===== config.mk =====
export PLATFORM = sky130hd
export DESIGN_NAME = proximity_sensor
export DESIGN_NICKNAME = d
export VERILOG_FILES = /design/src/rtl/proximity_sensor.sv
export SDC_FILE = /design/constraint.sdc
export NUM_CORES = 1
export LEC_CHECK = 0
export CELL_PAD_IN_SITES_DETAIL_PLACEMENT = 0
export CELL_PAD_IN_SITES_GLOBAL_PLACEMENT = 1
export CORE_MARGIN = 2
export CORE_UTILIZATION = 30
export CTS_CLUSTER_DIAMETER = 200
export DETAILED_ROUTE_END_ITERATION = 10
export GPL_ROUTABILITY_DRIVEN = 1
export PLACE_DENSITY_LB_ADDON = 0.08
export SETUP_SLACK_MARGIN = 0.3
export SLEW_MARGIN = 30
export SYNTH_ARGS = -nofsm -noshare
export SYNTH_HDL_FRONTEND = slang
export SYNTH_SLANG_ARGS = --single-unit

===== constraint.sdc =====
create_clock -name clock -period 4.52 [get_ports clock]
set_input_delay 0.904 -clock clock [delete_from_list [all_inputs] [get_ports clock]]
set_output_delay 0.904 -clock clock [all_outputs]
set_load 0.01 [all_outputs]

===== src/rtl/proximity_sensor.sv =====
// proximity_sensor: HC-SR04 style range-finder controller; crash=1 when the echo is shorter than CRASH_CYCLES.
// Optional macro PROX_FILTER_EN: crash rises only after two consecutive close readings.
module proximity_sensor #(
    parameter int TRIG_CYCLES         = 500,
    parameter int PERIOD_CYCLES       = 3000000,
    parameter int CRASH_CYCLES        = 58000,
    parameter int ECHO_TIMEOUT_CYCLES = 1500000
) (
    input  logic clock,
    input  logic reset_n,
    output logic trig,
    input  logic Echo,
    output logic crash
);

    localparam int PW = $clog2(PERIOD_CYCLES);
    localparam int CW = $clog2(ECHO_TIMEOUT_CYCLES + 1);

    localparam logic [PW-1:0] PERIOD_LAST  = PW'(PERIOD_CYCLES - 1);
    localparam logic [PW-1:0] TRIG_END     = PW'(TRIG_CYCLES);
    localparam logic [PW-1:0] PERIOD_ONE   = PW'(1);
    localparam logic [CW-1:0] TIMEOUT_LAST = CW'(ECHO_TIMEOUT_CYCLES - 1);
    localparam logic [CW-1:0] TIMEOUT_MAX  = CW'(ECHO_TIMEOUT_CYCLES);
    localparam logic [CW-1:0] CNT_ONE      = CW'(1);
    localparam logic [31:0]   CRASH_LIM    = 32'(CRASH_CYCLES);

    typedef enum logic [1:0] {
        ST_TRIG      = 2'd0,
        ST_WAIT_RISE = 2'd1,
        ST_MEASURE   = 2'd2,
        ST_HOLD      = 2'd3
    } state_t;

    state_t          state_r;
    state_t          state_next_s;
    logic [PW-1:0]   period_cnt_r;
    logic [CW-1:0]   cnt_r;
    logic [CW-1:0]   cnt_next_s;
    logic            echo_meta_r;
    logic            echo_sync_r;
    logic            echo_prev_r;
    logic            rise_s;
    logic            fall_s;
    logic            wrap_s;
    logic            decide_s;
    logic            close_s;
    logic            trig_r;
    logic            crash_r;

    // Two-flop synchronizer for Echo plus the previous synchronized value for edge detection
    always_ff @(posedge clock or negedge reset_n) begin
        if (!reset_n) begin
            echo_meta_r <= 1'b0;
            echo_sync_r <= 1'b0;
            echo_prev_r <= 1'b0;
        end else begin
            echo_meta_r <= Echo;
            echo_sync_r <= echo_meta_r;
            echo_prev_r <= echo_sync_r;
        end
    end

    assign rise_s = echo_sync_r & ~echo_prev_r;
    assign fall_s = ~echo_sync_r & echo_prev_r;
    assign wrap_s = (period_cnt_r == PERIOD_LAST);

    // Free-running period counter; trig is high while the counter sits in the first TRIG_CYCLES slots
    always_ff @(posedge clock or negedge reset_n) begin
        if (!reset_n) begin
            period_cnt_r <= '0;
            trig_r       <= 1'b0;
        end else begin
            period_cnt_r <= wrap_s ? '0 : period_cnt_r + PERIOD_ONE;
            trig_r       <= (period_cnt_r < TRIG_END);
        end
    end

    // FSM state register
    always_ff @(posedge clock or negedge reset_n) begin
        if (!reset_n) begin
            state_r <= ST_TRIG;
        end else begin
            state_r <= state_next_s;
        end
    end

    // FSM next-state logic; the period wrap overrides every state
    always_comb begin
        state_next_s = state_r;
        if (wrap_s) begin
            state_next_s = ST_TRIG;
        end else begin
            case (state_r)
                ST_TRIG: begin
                    if (period_cnt_r == TRIG_END) begin
                        state_next_s = ST_WAIT_RISE;
                    end else begin
                        state_next_s = ST_TRIG;
                    end
                end
                ST_WAIT_RISE: begin
                    if (rise_s) begin
                        state_next_s = ST_MEASURE;
                    end else if (cnt_r >= TIMEOUT_LAST) begin
                        state_next_s = ST_HOLD;
                    end else begin
                        state_next_s = ST_WAIT_RISE;
                    end
                end
                ST_MEASURE: begin
                    if (fall_s || (cnt_r >= TIMEOUT_LAST)) begin
                        state_next_s = ST_HOLD;
                    end else begin
                        state_next_s = ST_MEASURE;
                    end
                end
                ST_HOLD: begin
                    state_next_s = ST_HOLD;
                end
                default: begin
                    state_next_s = ST_TRIG;
                end
            endcase
        end
    end

    // FSM outputs: shared wait/width counter and the close/far decision strobe
    always_comb begin
        cnt_next_s = cnt_r;
        decide_s   = 1'b0;
        close_s    = 1'b0;
        if (wrap_s) begin
            cnt_next_s = '0;
        end else begin
            case (state_r)
                ST_TRIG: begin
                    cnt_next_s = '0;
                end
                ST_WAIT_RISE: begin
                    if (rise_s) begin
                        cnt_next_s = CNT_ONE;
                    end else if (cnt_r >= TIMEOUT_LAST) begin
                        cnt_next_s = TIMEOUT_MAX;
                        decide_s   = 1'b1;
                    end else begin
                        cnt_next_s = cnt_r + CNT_ONE;
                    end
                end
                ST_MEASURE: begin
                    if (fall_s) begin
                        decide_s = 1'b1;
                        close_s  = (32'(cnt_r) < CRASH_LIM);
                    end else if (cnt_r >= TIMEOUT_LAST) begin
                        cnt_next_s = TIMEOUT_MAX;
                        decide_s   = 1'b1;
                    end else begin
                        cnt_next_s = cnt_r + CNT_ONE;
                    end
                end
                ST_HOLD: begin
                    cnt_next_s = cnt_r;
                end
                default: begin
                    cnt_next_s = '0;
                end
            endcase
        end
    end

    // Wait/width counter register; saturates at the timeout value
    always_ff @(posedge clock or negedge reset_n) begin
        if (!reset_n) begin
            cnt_r <= '0;
        end else begin
            cnt_r <= cnt_next_s;
        end
    end

`ifdef PROX_FILTER_EN
    logic close_seen_r;

    // crash rises on the second consecutive close reading and clears on any far reading
    always_ff @(posedge clock or negedge reset_n) begin
        if (!reset_n) begin
            crash_r      <= 1'b0;
            close_seen_r <= 1'b0;
        end else if (decide_s) begin
            if (close_s) begin
                crash_r      <= crash_r | close_seen_r;
                close_seen_r <= 1'b1;
            end else begin
                crash_r      <= 1'b0;
                close_seen_r <= 1'b0;
            end
        end else begin
            crash_r      <= crash_r;
            close_seen_r <= close_seen_r;
        end
    end
`else
    // crash follows each reading directly
    always_ff @(posedge clock or negedge reset_n) begin
        if (!reset_n) begin
            crash_r <= 1'b0;
        end else if (decide_s) begin
            crash_r <= close_s;
        end else begin
            crash_r <= crash_r;
        end
    end
`endif

    assign trig  = trig_r;
    assign crash = crash_r;

endmodule


==> summary.txt <==
Status
  • Outcome: finished, final reports clean

Setup path
  • CP Capture Type: flip-flop
  • Critical-path cell list: or4_4 > nor4_2 > and4_4 > and4bb_1 > and2_1 > o21a_1
  • Worst path slowest cell: or4_4
  • CP peak stage delay: 0.56 ns
  • Crit path max fanout: 23
  • Crit path required time: 4.73 ns
  • CP top delay family: simple AND/OR/NAND/NOR gates
  • CP bufs+invs: 0
  • Critical path class: flip-flop to flip-flop
  • Worst path arrival time: 2.66 ns
  • CP Launch Type: flip-flop

Timing
  • Max-slew headroom: 55.09%
  • # setup viols final: 0
  • Fin. max-slew vios: 0
  • RSZ-0062 raised after global routing: false
  • Worst Tran Pin Value: 0.6736 ns
  • Fmax: 407.7 MHz
  • Clock skew: 0.006555 ns
  • Fin. Hold Viols: 0
  • Part of the cycle the worst path needs: 54.26%
  • Tmin final: 2.453 ns
  • Sum Neg Setup Slack: 0 ns

Place
  • Placed cell count: 401
  • Port Buffers: 4
  • Final Wtd Congestion: 0.7336
  • Dpl hpwl: 4.568 mm

Routing
  • ANT nets after route: 0
  • Via count: 2163
  • Detailed Route WL: 6.743 mm
  • DR pass1 iterations: 4
  • DRT iter0 DRCs: 116
  • Vias/cell: 5.289
  • DR WL/cell: 16.49 um
  • DRC: 0

Finish
  • Footprint of the multi-input gates: 1414 sq um
  • Layout Cells excl Fill: 409
  • Most common cell after layout, fill and taps aside: dfrtp_1
  • Final net count: 307
  • N_diodes: 0
  • Post-Route Utilization: 32.99%
  • Reg area: 1251 sq um
  • Syn-to-layout area delta: 8.296%
  • Share of layout cells above drive strength 1: 7.047%
  • Fillers: 979
  • Commonest non-fill, non-tap cells in the layout: dfrtp_1, nor2_1, nand2_1

Clock tree
  • Hold Buf Count CTS: 0
  • Clock transition at path regs: 0.10 ns
  • H-Tree Depth: 2
  • Worst-skew pair later-pin latency: 0.31 ns
  • Cts bufs inserted: 5
  • CTS max path bufs: 2
  • Clk root buf: clkbuf_8
  • Post_cts resized: 0
  • CTS tree: yes
  • Clock Sinks: 50
  • Setup Buffers After CTS: 0

Synth
  • Syn_nets: 304
  • Ys flop type: dfrtp_1
  • Avg Inst Size Synth: 9.439 sq um
  • Seq/Total Area, Yosys: 45.09%
  • Post-synth EDFFs: 0
  • Ys async rst share: 100.0%
  • Yosys warns: 0
  • Netlist cell types: 53
  • Post-Syn Instances: 294
  • Synthesized area: 2775 sq um
  • Yosys reg bits: 50

Pwr
  • Lkg Pwr: 1.240 nW
  • Worst IR Drop VDD: 0.1381 mV
  • PwrDens: 249.8 nW/um^2

Floorplan
  • Die width: 100.2 um
  • Rows: 35
  • Total I/O pin count: 5
  • Die H: 100.2 um
  • Starting Density: 30.47%
  • Die area: 10040 sq um
  • Core Box Area: 9109 sq um

Global routing
  • Pin count of the biggest net entering global routing: 51
  • Initial antenna violation count: 0
  • Gr ovfl total: 0
  • First-pass GRT wire length: 11.64 mm
  • Vias in the first global route: 2125
  • GRT Overall Usage: 14.56%

Job
  • Maxcap violations: 0

Hold path
  • Hold Crit Class: flip-flop to flip-flop
sequential cells by signal (all words and copies together) (netlist names):
| signal | count |
|---|---|
| echo_sync_r | 1 |
| period_cnt_r | 22 |
| trig | 1 |
| echo_meta_r | 1 |
| state_r | 2 |
| echo_prev_r | 1 |
| crash | 1 |
| cnt_r | 21 |
power by group:
| group | internal [mW] | total [mW] | switching [mW] | leakage, nW |
|---|---|---|---|---|
| Clock | 0.127 | 0.290 | 0.163 | 0.0478 |
| Sequential | 0.448 | 0.449 | 0.000708 | 0.672 |
| Combinational | 0.00213 | 0.0119 | 0.00975 | 0.520 |
cell type report:
class,instances,area share [%]
Sequential cell,50,41.63
Multi-Input combinational cell,220,47.04
Timing Repair Buffer,6,1.665
Tap cell,111,4.621
Clock inverter,2,0.5412
Clock buffer,6,2.748
Inverter,14,1.749
worst register-to-register path, stage by stage (launching register included):
cell and delay [ns]:
dfrtp_1 0.43, or4_4 0.56, nor4_2 0.15, and4_4 0.45, and4bb_1 0.38, and2_1 0.23, o21a_1 0.16
layer usage:
layer	global-route usage [%]	wire length [um]	up-vias
met2	20.39	2844	21
met4	3.793	38	0
met3	2.437	150	2
met1	22.97	3708	1066
met5	0	0	-
li1	-	-	1074
per-stage QoR:
stage / area (sq um) / hold WS (ns) / power (mW) / setup WS (ns)
after floorplan: 2775 / 0.3312 / 0.4586 / 2.463
after global placement: 2900 / 0.3500 / 0.4709 / 2.032
after detailed placement: 2900 / 0.3404 / 0.4709 / 2.034
after CTS: 2999 / 0.3651 / 0.7706 / 2.007
after global routing: 3005 / 0.3694 / 0.7915 / 1.905
final: 3005 / 0.3609 / 0.7509 / 2.067
cell usage after synthesis (all sizes together), types with 2 or more instances:
cell / count / area (sq um)
dfrtp: 50 / 1251
nor2: 30 / 115.1
nand2: 25 / 93.84
nand3: 22 / 110.1
o21ai: 18 / 90.08
inv: 14 / 52.55
nor3: 12 / 60.06
xor2: 10 / 87.58
a22o: 9 / 78.83
xnor2: 9 / 78.83
buf: 8 / 55.05
ha: 7 / 87.58
a21o: 6 / 45.04
a21oi: 6 / 30.03
a31oi: 6 / 37.54
and4: 5 / 46.29
nand4: 5 / 31.28
or4: 5 / 45.04
mux2i: 4 / 40.04
nor4: 4 / 31.28
and3: 3 / 18.77
o211ai: 3 / 22.52
o21a: 3 / 22.52
a41oi: 2 / 17.52
clkbuf: 2 / 8.750
nand2b: 2 / 12.51
nand3b: 2 / 15.01
nor2b: 2 / 12.51
o2111ai: 2 / 17.52
o31ai: 2 / 15.01
or2: 2 / 12.51
kinds of logic (layout without fill, tap and decap cells):
group / Yosys count / after routing / share of synthesized area [%]
compound gates: 62 / 62 / 15.15
xor+xnor: 19 / 19 / 5.996
fa+ha+maj: 7 / 7 / 3.156
buf+inv: 24 / 28 / 4.193
flops: 50 / 50 / 45.09
mux: 5 / 5 / 1.849
simple gates: 127 / 127 / 24.57
path summary, 6_finish.rpt:
kind,startpoint,cells after the start,to,slack (ns)
max,period_cnt_r[12],6,cnt_r[2],2.07
min,echo_meta_r,0,echo_sync_r,0.36
max reg2reg,period_cnt_r[12],6,cnt_r[2],2.07
min reg2reg,echo_meta_r,0,echo_sync_r,0.36
max in group asynchronous,reset_n,2,crash,3.37
min in group asynchronous,reset_n,2,period_cnt_r[17],0.71
Note: power is estimated with default switching activity, not from simulation.
